===== src/rtl/adder_pkg.sv =====
// Shared constants and helpers for the pipelined carry-lookahead adder.
package adder_pkg;

  localparam int CLA_GROUP_W = 4;

  // Number of lookahead pipeline stages for a given width and groups per stage.
  function automatic int nstage(input int width, input int gps);
    return width / (CLA_GROUP_W * gps);
  endfunction

endpackage


===== src/rtl/cla4_group.sv =====
// Combinational 4-bit carry-lookahead group: propagate/generate, carries c1..c4 and sum.
module cla4_group
  import adder_pkg::*;
(
  input  logic [CLA_GROUP_W-1:0] a,
  input  logic [CLA_GROUP_W-1:0] b,
  input  logic                   ci,
  output logic [CLA_GROUP_W-1:0] sum,
  output logic                   c3,
  output logic                   co
);

  logic [CLA_GROUP_W-1:0] p;
  logic [CLA_GROUP_W-1:0] g;
  logic                   c1;
  logic                   c2;

  assign p = a ^ b;
  assign g = a & b;

  assign c1 = g[0] | (p[0] & ci);
  assign c2 = g[1] | (p[1] & g[0]) | (p[1] & p[0] & ci);
  assign c3 = g[2] | (p[2] & g[1]) | (p[2] & p[1] & g[0]) | (p[2] & p[1] & p[0] & ci);
  assign co = g[3] | (p[3] & g[2]) | (p[3] & p[2] & g[1]) | (p[3] & p[2] & p[1] & g[0])
            | (p[3] & p[2] & p[1] & p[0] & ci);

  assign sum = p ^ {c3, c2, c1, ci};

endmodule


===== src/rtl/cla_pipe_adder.sv =====
// Pipelined carry-lookahead adder/subtractor with a valid/ready stream handshake.
// Each stage resolves GROUPS_PER_STAGE 4-bit groups and registers the carry into the next one.
module cla_pipe_adder
  import adder_pkg::*;
#(
  parameter int WIDTH            = 16,
  parameter int GROUPS_PER_STAGE = 1
) (
  input  logic             clk,
  input  logic             rst,
  input  logic             vdd,
  input  logic             gnd,
  input  logic             in_valid,
  output logic             in_ready,
  input  logic [WIDTH-1:0] a,
  input  logic [WIDTH-1:0] b,
  input  logic             cin,
  input  logic             sub,
  output logic             out_valid,
  input  logic             out_ready,
  output logic [WIDTH-1:0] sum,
  output logic             cout,
  output logic             ovf
);

  localparam int NGROUP  = WIDTH / CLA_GROUP_W;
  localparam int NSTAGE  = nstage(WIDTH, GROUPS_PER_STAGE);
  localparam int STAGE_W = CLA_GROUP_W * GROUPS_PER_STAGE;

  if (GROUPS_PER_STAGE < 1 || GROUPS_PER_STAGE > NGROUP || (WIDTH % STAGE_W) != 0) begin : g_param_check
    $error("cla_pipe_adder: WIDTH must be a multiple of 4*GROUPS_PER_STAGE, 1 <= GROUPS_PER_STAGE <= WIDTH/4");
  end

  typedef struct packed {
    logic             valid;
    logic [WIDTH-1:0] a;
    logic [WIDTH-1:0] b;
    logic [WIDTH-1:0] s;
    logic             c;
    logic             ovf;
  } stage_t;

  stage_t              pipe_reg [0:NSTAGE];
  stage_t [NSTAGE:1]   pipe_next;
  stage_t              stage0_next;
  logic                adv;

  assign adv      = !pipe_reg[NSTAGE].valid || out_ready;
  assign in_ready = adv && !rst;

  // Subtraction is folded in here as a + ~b + 1, so later stages only ever add.
  always_comb begin
    stage0_next       = '0;
    stage0_next.valid = in_valid;
    stage0_next.a     = a;
    stage0_next.b     = b ^ {WIDTH{sub}};
    stage0_next.c     = sub | cin;
  end

  genvar gi;
  genvar gj;
  for (gi = 1; gi <= NSTAGE; gi++) begin : g_stage
    localparam int BASE = (gi - 1) * STAGE_W;
    logic                carry     [0:GROUPS_PER_STAGE];
    logic                msb_carry [0:GROUPS_PER_STAGE-1];
    logic [STAGE_W-1:0]  grp_sum;
    stage_t              nxt;

    assign carry[0] = pipe_reg[gi-1].c;

    for (gj = 0; gj < GROUPS_PER_STAGE; gj++) begin : g_grp
      cla4_group u_grp (
        .a   (pipe_reg[gi-1].a[BASE + CLA_GROUP_W*gj +: CLA_GROUP_W]),
        .b   (pipe_reg[gi-1].b[BASE + CLA_GROUP_W*gj +: CLA_GROUP_W]),
        .ci  (carry[gj]),
        .sum (grp_sum[CLA_GROUP_W*gj +: CLA_GROUP_W]),
        .c3  (msb_carry[gj]),
        .co  (carry[gj+1])
      );
    end

    // Overflow is only meaningful at the last stage, where the last group holds the MSB.
    always_comb begin
      nxt                    = pipe_reg[gi-1];
      nxt.s[BASE +: STAGE_W] = grp_sum;
      nxt.c                  = carry[GROUPS_PER_STAGE];
      nxt.ovf                = msb_carry[GROUPS_PER_STAGE-1] ^ carry[GROUPS_PER_STAGE];
    end

    assign pipe_next[gi] = nxt;
  end

  always_ff @(posedge clk) begin
    if (rst) begin
      for (int i = 0; i <= NSTAGE; i++) begin
        pipe_reg[i] <= '0;
      end
    end else if (adv) begin
      pipe_reg[0] <= stage0_next;
      for (int i = 1; i <= NSTAGE; i++) begin
        pipe_reg[i] <= pipe_next[i];
      end
    end
  end

  assign out_valid = pipe_reg[NSTAGE].valid;
  assign sum       = pipe_reg[NSTAGE].s;
  assign cout      = pipe_reg[NSTAGE].c;
  assign ovf       = pipe_reg[NSTAGE].ovf;

  // Supply pins and spent operand bits have no logical function at the output.
  logic unused_ok;
  assign unused_ok = ^{vdd, gnd, pipe_reg[NSTAGE].a, pipe_reg[NSTAGE].b};

endmodule


===== config.mk =====
export PLATFORM = sky130hd
export DESIGN_NAME = cla_pipe_adder
export DESIGN_NICKNAME = d
export VERILOG_FILES = /design/src/rtl/adder_pkg.sv /design/src/rtl/cla4_group.sv /design/src/rtl/cla_pipe_adder.sv
export SDC_FILE = /design/constraint.sdc
export NUM_CORES = 1
export LEC_CHECK = 0
export CAP_MARGIN = 20
export CELL_PAD_IN_SITES_DETAIL_PLACEMENT = 2
export CELL_PAD_IN_SITES_GLOBAL_PLACEMENT = 2
export CORE_MARGIN = 2
export CORE_UTILIZATION = 38
export DETAILED_ROUTE_END_ITERATION = 10
export PLACE_DENSITY_LB_ADDON = 0.1
export SLEW_MARGIN = 20
export SYNTH_ARGS = -nofsm -noshare
export SYNTH_HDL_FRONTEND = slang
export SYNTH_HIERARCHICAL = 1
export SYNTH_SLANG_ARGS = --single-unit

===== constraint.sdc =====
create_clock -name clk -period 4.8 [get_ports clk]
set_input_delay 0.96 -clock clk [delete_from_list [all_inputs] [get_ports clk]]
set_output_delay 0.96 -clock clk [all_outputs]
set_load 0.03 [all_outputs]

# --- After elaboration in Yosys (flattened, before gate mapping) ---
# Memories as Yosys holds them, arrays and structs flattened.
# Cells that the tools add are included.
# Widths: inputs -> output; s select.
word_totals:
  mem_count: 1
  ramBits: 255
  regBits: 0
  in_bits: 40
  word_cells: 142
mem_list:
  columns: ["memory", "words", "width", "read_ports", "rd_clocked_by_memory_dff", "wr", "line", "text"]
  rows:
  - ["pipe_reg", 5, 51, 5, 0, 5, "cla_pipe_adder.sv:43", "stage_t pipe_reg [0:NSTAGE];"]
op_classes:
  mux: 10
  n_reduce_logical: 4
  n_bitwise: 127
ops:
  columns: ["cell", "count"]
  rows:
  - ["$mux 51", 5]
  - ["$and 1x1->1", 64]
  - ["$or 1x1->1", 46]
  - ["$xor 4x4->4", 8]
  - ["$and 4x4->4", 4]
  - ["$xor 16x16->16", 1]
  - ["$mux 1", 5]
  - ["$xor 1x1->1", 4]
  - ["$logic_not 1->1", 2]
  - ["$logic_and 1x1->1", 1]
  - ["$logic_or 1x1->1", 1]

# --- Logic depth before layout (Yosys ltp) ---
# Gate-level depths: netlist of run 1.
# An unclocked memory read counts as a cell.
depth:
  depth_word: 9
  ltp_mapped: 6
  depth_no_buf: 6

# --- Modules after synthesis ---
# The synthesis of run 1 kept the hierarchy.
modules_own_cells:
  columns: ["mod", "seq_area_each_um2", "cells_each", "area_each_um2", "instances"]
  rows:
  - ["cla_pipe_adder", 3933.8, 315, 5606.6, 1]
  - ["cla4_group at g_stage[1].g_grp[0].u_grp ...", 0.0, 18, 155.1, 3]
  - ["cla4_group at g_stage[4].g_grp[0].u_grp", 0.0, 14, 140.1, 1]

# --- Worst setup path after synthesis of run 1 ---
# No wires, ideal clock.
synth_timing:
  path_type: "input-to-reg"
  startpoint: "input port rst"
  endpoint: "memory pipe_reg[0][100] in the netlist's numbering (enable)"
  setup_time_ps: 513
  setup_slack_ps: -112
  arrival_time_ps: 4399
  t_required_ps: 4287
  path_stages: 3
  n_path_buf: 2
  cell_sequence: "buf_2 -> buf_4 -> nand2b_1"
synth_lines:
  columns: ["element", "line", "text"]
  rows:
  - ["start: declaration", "cla_pipe_adder.sv:10", "input logic rst,"]
  - ["end: declaration", "cla_pipe_adder.sv:43", null]

# --- Final worst setup path of run 1 ---
layout_timing:
  startpoint: "input port out_ready"
  endpoint: "output port in_ready"
layout_via:
  elab_chain_cells: 2
layout_lines:
  columns: ["element", "line", "text"]
  rows:
  - ["start: declaration", "cla_pipe_adder.sv:20", "input logic out_ready,"]
  - ["$logic_or 1x1->1", "cla_pipe_adder.sv:48", "assign adv = !pipe_reg[NSTAGE].valid || out_ready;"]
  - ["$logic_and 1x1->1", "cla_pipe_adder.sv:49", "assign in_ready = adv && !rst;"]
  - ["end: declaration", "cla_pipe_adder.sv:14", "output logic in_ready,"]
# Every way passes these cells.

==> results of run 1 <==
==> through the flow <==
step | instances | setup slack (ns)
3_3_place_gp | 628 | 1.46
3_5_place_dp | 628 | 1.40
4_1_cts | 660 | 1.54
5_1_grt | 660 | 1.46
6_report | 660 | 1.55
2_1_floorplan | 383 | 1.43
==> Yosys cell counts (all sizes together) <==
master	number	area share
nor3	18	0.022
xnor2	20	0.028
a211oi	4	0.0081
ha	16	0.032
a21o	4	0.0048
nor3b	113	0.18
nor2	10	0.0060
edfxtp	131	0.63
fa	4	0.013
nand2b	1	0.0010
o21ai	4	0.0032
inv	12	0.0073
o21bai	4	0.0073
buf	26	0.032
xor2	9	0.013
clkbuf	6	0.0036
nor2b	1	0.0010
==> power groups by stage <==
| stage | combinational, mW | clock [mW] | sequential [mW] |
|---|---|---|---|
| 2_1_floorplan | 0.129 | 0 | 1.37 |
| 3_3_place_gp | 0.200 | 0 | 1.36 |
| 3_5_place_dp | 0.205 | 0 | 1.36 |
| 4_1_cts | 0.210 | 1.38 | 1.34 |
| 5_1_grt | 0.226 | 1.42 | 1.35 |
| 6_report | 0.204 | 1.34 | 1.34 |
==> cell families after synthesis <==
family | share of synthesized area
buf+inv | 0.0427
compound gates | 0.0234
xor+xnor | 0.0409
flops | 0.633
fa+ha+maj | 0.0451
simple gates | 0.215
==> cell type report <==
class                   instances  area [um2]  area share
repair buffers                 61         627      0.0833
clock inverters                14         188      0.0250
flip-flops and latches        131        3930       0.523
well taps                     216         270      0.0359
inverters                      12        45.0     0.00599
multi-input cells             208        2030       0.270
clock buffers                  18         429      0.0571
==> routing by layer <==
| layer | up-vias | track usage | part of all wire | wire length [um] |
|---|---|---|---|---|
| li1 | 1520 | - | - | - |
| met3 | 9 | 0.0354 | 0.034 | 368 |
| met4 | 0 | 0.0580 | 0.014 | 150 |
| met5 | - | 0 | 0 | 0 |
| met2 | 59 | 0.216 | 0.50 | 5470 |
| met1 | 1568 | 0.178 | 0.45 | 4940 |
==> worst max path at each step <==
| stage | startpoint | endpoint | slack [ns] |
|---|---|---|---|
| after floorplan | rst | pipe_reg[0][100] | 1.43 |
| after global placement | out_ready | pipe_reg[0][50] | 1.46 |
| after detailed placement | out_ready | pipe_reg[0][101] | 1.40 |
| after CTS | out_ready | in_ready | 1.54 |
| after global routing | out_ready | in_ready | 1.46 |
| final | out_ready | in_ready | 1.55 |
==> impl_results.md, run 1 <==
- Fin crit share: 0.676
- P_int: ~2.3 mW
- Sw power: about 0.59 mW
- Seq/Total Area, Yosys: 0.633
- Initial Util: 0.390
- Post_cts resized: 0
- Most frequent cells in the layout: 131 x edfxtp_1, 60 x nor3b_2, 56 x clkdlybuf4s50_1, 53 x nor3b_1, 20 x xnor2_1
- HP Class: reg -> reg
- Critical Path RT: 3.84 ns
- Register-to-Register Path Depth: 4
- Arrival @ worst endpoint: 2.29 ns
- Post-route DRC: 0
- # IOs: 60
- CTS Hold Bufs: 0
- Cell variety after synth: 21
- Number of DRC markers in iteration 0: about 230
- Layout Skew: ~0.0045 ns
- Post-DP HPWL: between 6 and 7 mm
- Synth Instances: 383
- Fin crit period: approximately 3.2 ns
- Combinational share of power: 0.071
- Die area: about 17000 um2
- Initial antenna violation count: 0
- Crit-path max FO: 2
- Flop-to-flop setup slack: approximately 2.4 ns
- CTS buffer count: 17
- Worst Hold Path EP: pipe_reg[0][130]
- DR WL/cell: approximately 17 um
- Cell mode on critical path: clkdlybuf4s50_1
- Via count of the routed design: roughly 3200
- R2r startpoint: pipe_reg[0][254]
- Largest net degree at the start of global routing: about 130
- Reg2reg end: pipe_reg[0][111]
- Static Leak: ~2.9 nW
- Finish-stage setup viols: 0
- Synthesized cell area: approximately 6200 um2
- Vias/cell: ~4.8
- Cell Area, Placed: approximately 6900 um2
- Worst setup EP type: output port
- P&R area growth vs syn: 21.1%
- Final hold vios: 0
- Crit. path cell count: 4
- DRT Pass-1 Iters: 4
- Clk_lat worst skew: 0.41 ns
- Fill cell count: approximately 1500
- GRT Overall Usage: 0.136
- Hold slack final: ~0.56 ns
- WHS Path Cells: 1
- Synthesis warning total: 6
- Synthesized Nets: approximately 440
- CTS tree: yes
- Post-CTS Repair Setup Buffers: 0
- CTS sink count: 131
- Power Total: ~2.9 mW
- Syn avg cell area: around 16 um2
- Worst-Margin Slew: 0.859 ns
- Share of cells above drive strength 1: 0.257
- Max Root-Sink Buffers: 2
- Clk pin slew, worst setup/hold paths: approximately 0.050 ns
- Setup TNS: 0 ns
- Layout Nets: a little under 500
- Commonest non-fill, non-tap cell in the layout: edfxtp_1
- Routed WL: between 10 and 15 mm
- Peak supply drop: 0.000242 V
- Max-slew violations: 0
- Design area: between 7000 and 8000 um2
- Slowest-stage cell, CP: clkdlybuf4s50_1
- Critical path class: in -> out
- CTS root buf: clkbuf_16
- Largest register FFs: between 100 and 150
- Final GP Congestion: 0.696
- Max stage delay on crit path: 0.68 ns
- Critical Path, Cell by Cell: clkdlybuf4s50_1 -> nor2b_4 -> nor2_1 -> clkdlybuf4s50_1
- Hold Startpoint: pipe_reg[0][79]
- Slew headroom: 0.425
- Vias in the first global route: about 3500
- Reg power frac: 0.465
- First-pass GRT wire length: roughly 19 mm
- Final Util: 0.472
- Number of synthesized register bits: 131
- Setup repair after global routing missed its margin: no
- Fmax: between 300 and 400 MHz
- Antenna violation net count after detailed routing: 0
- Sw Ratio: 0.204
- H-Tree Level Count: 4
- Cell Pwr Density: 383 nW/um2
- Die height: ~130 um
- Status: finished, final reports clean
- Std-Cell Rows: 46
- Clock power frac: 0.465
- Die span in x: around 130 um
- Bufs and invs on worst path: 2
- CP startpoint kind: input pin
- CP delay by family, top: buffers and inverters
- Core area: 15900 um2
- PortBufs: between 50 and 60
- Grt total ovfl: 0
- ANT cells: 0
- Max_cap viols: 0
Note: power is estimated with default switching activity, not from simulation.
==> run 2: changes to the inputs <==
--- a/config.mk
+++ b/config.mk
@@ -9,7 +9,7 @@
 export CELL_PAD_IN_SITES_DETAIL_PLACEMENT = 2
 export CELL_PAD_IN_SITES_GLOBAL_PLACEMENT = 2
 export CORE_MARGIN = 2
-export CORE_UTILIZATION = 38
+export CORE_UTILIZATION = 42
 export DETAILED_ROUTE_END_ITERATION = 10
 export PLACE_DENSITY_LB_ADDON = 0.1
 export SLEW_MARGIN = 20
==> constraint.sdc (replaced) <==
create_clock -name clk -period 3.2 [get_ports clk]
set_input_delay 0.64 -clock clk [delete_from_list [all_inputs] [get_ports clk]]
set_output_delay 0.64 -clock clk [all_outputs]
set_load 0.03 [all_outputs]
==> run 2 against run 1 <==
Compared with the run above: clock-buffer cell count down 1; wire length up 8.4%; register-to-register slack worse by 1.3 ns; global-route usage up 2.2 points; combinational power up 53%; largest power group unchanged.
==> impl_results.md, run 2 (synthesis results as in run 1) <==
- Status: finished, final reports clean
- Initial antenna violation count: 0
- DP Worst Slack: around 0.5 ns
- Layout Skew: 0.00838 ns
- Fin crit share: 0.829
- Met2 Use GR: 0.274
- Routing usage on met1: 0.187
- Final non-filler cell total: between 600 and 700
- Multi-input logic area: around 2000 um2
- Most frequent cells in the layout: 131 x edfxtp_1, 60 x nor3b_2, 56 x clkdlybuf4s50_1, 53 x nor3b_1, 20 x xnor2_1
- Worst-Margin Slew: roughly 0.9 ns
- Hold slack final: approximately 0.58 ns
- Setup TNS: 0 ns
- Power Total: ~4.3 mW
- Post-route DRC: 0
- Sequential standard cell area: just under 4000 um2
- Die area: around 16000 um2
- ANT cells: 0
- P&R area growth vs syn: 20.8%
- Final Util: 0.518
- Max Root-Sink Buffers: 2
- Post_cts resized: 0
- Post-DP HPWL: approximately 7 mm
- Finish-stage setup viols: 0
- CTS sink count: roughly 130
- Antenna violation net count after detailed routing: 0
- Clk_lat worst skew: roughly 0.42 ns
- PortBufs: 57
- Initial Util: 0.429
- Via count of the routed design: roughly 3200
- Post-CTS Repair Setup Buffers: 0
- # placed instances: 598
- Critical Path, Cell by Cell: clkdlybuf4s50_1 -> nor2b_4 -> nor2_1 -> clkdlybuf4s50_1
- Vias/cell: 5.05
- Final GP Congestion: around 0.74
- Crit-path max FO: 2
- GRT Overall Usage: 0.159
- Clk pin slew, worst setup/hold paths: ~0.06 ns
- CP delay by family, top: buffers and inverters
- Peak supply drop: ~0.00032 V
- CP startpoint kind: input pin
- Most Used Layer, Global Route: met2
- Die height: roughly 130 um
- CTS Hold Bufs: 0
- Cell Pwr Density: about 580 nW/um2
- Std-Cell Rows: 44
- Bufs and invs on worst path: 2
- Fmax: between 300 and 400 MHz
- Arrival @ worst endpoint: between 2 and 2.5 ns
- Layout Nets: just under 500
- # IOs: 60
- Final worst setup slack: 0.546 ns
- Fin crit period: 2.65 ns
- DRT Pass-1 Iters: 4
- Cell mode on critical path: clkdlybuf4s50_1
- CTS root buf: clkbuf_16
- Design area: 7510 um2
- Fill cell count: between 1000 and 1500
- Worst setup EP type: output port
- Grt total ovfl: 0
- HP Class: reg -> reg
- CTS buffer count: 17
- Critical path class: in -> out
- Slew headroom: 0.414
- Number of DRC markers in iteration 0: between 200 and 250
- Share of cells above drive strength 1: 0.262
- Largest net degree at the start of global routing: around 130
- DR WL/cell: around 19 um
- Largest register FFs: roughly 130
- Routed WL: 11.9 mm
- Final hold vios: 0
- Critical Path RT: 2.56 ns
- First-pass GRT wire length: ~19 mm
- H-Tree Level Count: 4
- Slowest-stage cell, CP: clkdlybuf4s50_1
- Grt met3 use: 0.0467
- CTS tree: yes
- Max-slew violations: 0
- Cell Area, Placed: 6890 um2
- Core area: approximately 14000 um2
- Static Leak: a little under 3 nW
- Vias in the first global route: about 3600
- Setup repair after global routing missed its margin: no
- Max_cap viols: 0
- Commonest non-fill, non-tap cell in the layout: edfxtp_1
- Die span in x: ~130 um
- Max stage delay on crit path: ~0.69 ns
[run 2: cell count changes in the layout (fill, tap and decap cells not counted), sizes merged]
| cell | delta |
|---|---|
| buf | +2 |
| clkbuf | -1 |
| clkinv | -1 |
| clkinvlp | +2 |
[run 2: worst register-to-register path, cell delays in order (launching register included)]
cell	delay, ns
edfxtp_1	0.42
ha_1	0.34
a211oi_2	0.32
o21bai_2	0.17
a21o_1	0.23
xnor2_1	0.19
nor3_2	0.06
[run 2: per-layer routing]
layer,wire length [um],vias to the layer above
li1,-,1521
met1,5040,1587
met2,6240,60
met3,414,14
met4,164,0
met5,0,-
[run 2: final timing paths]
path | start | end | slack [ns] | depth (start not counted)
max | out_ready | in_ready | 0.55 | 4
min | pipe_reg[0][53] | pipe_reg[0][104] | 0.58 | 1
max reg2reg | pipe_reg[0][199] | pipe_reg[0][204] | 1.18 | 6
min reg2reg | pipe_reg[0][53] | pipe_reg[0][104] | 0.58 | 1
[run 2: area by class of cell]
class / count / share of cell area
clock buffers: 17 / 0.0567
clock inverters: 15 / 0.0253
inverters: 12 / 0.00600
multi-input cells: 208 / 0.270
flip-flops and latches: 131 / 0.524
well taps: 184 / 0.0307
repair buffers: 63 / 0.0872
[run 2: where the power goes]
group / leakage (nW) / internal, mW / switching (mW)
logic: 1.06 / 0.162 / 0.150
clock network: 0.288 / 1.29 / 0.721
registers: 1.57 / 1.98 / 0.0307
total: 2.92 / 3.44 / 0.902
==> patch: new RTL, config.mk and constraints of run 1 <==
The parameter `WIDTH` goes from 16 to 32.
--- a/src/rtl/cla_pipe_adder.sv
+++ b/src/rtl/cla_pipe_adder.sv
@@ -3,7 +3,7 @@
 module cla_pipe_adder
   import adder_pkg::*;
 #(
-  parameter int WIDTH            = 16,
+  parameter int WIDTH            = 32,
   parameter int GROUPS_PER_STAGE = 1
 ) (
   input  logic             clk,
Interface: changed (resized a, b and sum); port bits go from 60 to 108. The function was not compared with the original's and may differ.
==> patch against run 1 <==
Worst setup slack lost 0.18 ns. Design area grew to 3.0 times the old value. Sequential cell count grew 320. Area after synthesis grew to 3.2 times the old value. Maximum frequency shrank 5.2%. Sequential share of layout area grew 7.1 points. Wire length grew to 3.2 times the old value. Sequential power grew to 3.3 times the old value. Total power grew to 2.9 times the old value. Critical endpoint unchanged.
==> patch: results (changes against run 1) <==
| Metric | Value |
|---|---|
| GRT Total Usage | `13.2% (was 13.6%)` |
| Vias in the first global route | `10200 (was 3463)` |
| Post-synth EDFFs | `451 (was 131)` |
| Fillers | `4814 (was 1492)` |
| Port-buffer cells | `105 (was 57)` |
| Via count | `9464 (was 3156)` |
| CTS H-tree lvls | `2 (was 4)` |
| Worst-skew pair later-pin latency | `0.57 ns (was 0.41 ns)` |
| Synth top cells by count | `edfxtp_1 (451), nor3b_1 (277), nor3b_2 (140) (was edfxtp_1 (131), nor3b_2 (60), nor3b_1 (53))` |
| Initial antenna violation count | `1 (was 0)` |
| Layout Cells excl Fill | `1947 (was 660)` |
| Post-Synthesis Cells | `1167 (was 383)` |
| Crit path arrival time | `2.46 ns (was 2.29 ns)` |
| 1st-iter DRT viols | `530 (was 225)` |
| DR WL/cell | `18.1 um (was 16.6 um)` |
| Upper clock frequency limit | `292 MHz (was 308 MHz)` |
| Post-synth cell types | `23 (was 21)` |
| Largest net degree at the start of global routing | `155 (was 133)` |
| Tightest Pin Transition | `0.963 ns (was 0.859 ns)` |
| Mapped Nets | `1279 (was 443)` |
| FF-to-FF setup slack | `2.25 ns (was 2.44 ns)` |
| R2r startpoint | `pipe_reg[0][890] (was pipe_reg[0][254])` |
| Largest cells by area after synthesis | `edfxtp_1 (68%), nor3b_1 (11%), nor3b_2 (8.8%), ha_1 (2.0%), xnor2_1 (1.6%) (was edfxtp_1 (63%), nor3b_2 (12%), nor3b_1 (6.4%), ha_1 (3.2%), xnor2_1 (2.8%))` |
| Register area share after synthesis | `68.4% (was 63.3%)` |
| Placed cells | `1867 (was 628)` |
| Psw | `0.00167 W (was 0.000589 W)` |
| LEAKAGE | `8.69 nW (was 2.91 nW)` |
| Placement Setup Slack | `1.12 ns (was 1.40 ns)` |
| Nets | `1351 (was 491)` |
| Outcome | `completed (unchanged)` |
| Max reg flops | `451 (was 131)` |
| CTS max path bufs | `3 (was 2)` |
| First-pass GRT wire length | `57300 um (was 18600 um)` |
| RD Place Congestion | `0.677 (was 0.696)` |
| Peak VDD IR | `0.200 mV (was 0.242 mV)` |
## patch: changes by cell type after synthesis, moves of 6 or more
cell | run 1 | this run
buf_6 | 10 | 21
buf_1 | 0 | 6
xor2_1 | 9 | 21
nor3_2 | 9 | 29
clkbuf_1 | 6 | 24
nor3b_1 | 53 | 277
nor2_1 | 10 | 18
buf_2 | 14 | 50
nor3b_2 | 60 | 140
edfxtp_1 | 131 | 451
xnor2_1 | 20 | 36
ha_1 | 16 | 32
## patch: cell families (layout without fill, tap and decap cells)
logic type,count (synthesis),after routing,share of synthesized area (%)
buf+inv,116,216,3.37
compound gates,32,32,1.47
simple gates,471,471,21.4
fa+ha+maj,40,40,2.83
flops,451,451,68.4
xor+xnor,57,57,2.52
## patch: power by group through the flow
| stage | Clock, W | Sequential (W) | Combinational, W |
|---|---|---|---|
| 2_1_floorplan | 0 | 0.00451 | 0.000220 |
| 3_5_place_dp | 0 | 0.00452 | 0.000331 |
| 3_3_place_gp | 0 | 0.00451 | 0.000324 |
| 4_1_cts | 0.00362 | 0.00444 | 0.000335 |
| 6_report | 0.00350 | 0.00444 | 0.000327 |
| 5_1_grt | 0.00375 | 0.00445 | 0.000362 |
## patch: per-stage QoR
stage | hold WS [ns] | area [um2]
final | 0.563 | 22800
after global routing | 0.579 | 22800
after CTS | 0.568 | 22800
after detailed placement | 0.553 | 21300
after global placement | 0.543 | 21300
after floorplan | 0.537 | 19800
## patch: worst min path at each step
stage / from / cells past startpoint / end
floorplan: pipe_reg[0][294] / 1 / pipe_reg[0][393]
global placement: pipe_reg[0][394] / 1 / pipe_reg[0][493]
detailed placement: pipe_reg[0][299] / 1 / pipe_reg[0][398]
CTS: pipe_reg[0][606] / 1 / pipe_reg[0][705]
global route: pipe_reg[0][606] / 1 / pipe_reg[0][705]
finish: pipe_reg[0][606] / 1 / pipe_reg[0][705]
## patch: metal layers
layer | part of all wire (%) | track usage [%] | wire length, um
met2 | 45 | 20.3 | 15800
met1 | 49 | 18.8 | 17300
met3 | 4.0 | 2.59 | 1430
met5 | 0 | 0 | 0
met4 | 1.9 | 4.27 | 684
## patch: critical path, delay by kind of cell
family	cells	cell delay (ns)
buffers and inverters	2	1.10
AND/OR/NAND/NOR	2	0.40
## patch: final cells by class
| class | instances | share of cell area [%] |
|---|---|---|
| Tap cell | 680 | 3.73 |
| Sequential cell | 451 | 59.4 |
| Timing Repair Buffer | 124 | 5.68 |
| Inverter | 12 | 0.198 |
| Clock buffer | 59 | 5.73 |
| Multi-Input combinational cell | 600 | 24.5 |
| Clock inverter | 21 | 0.670 |
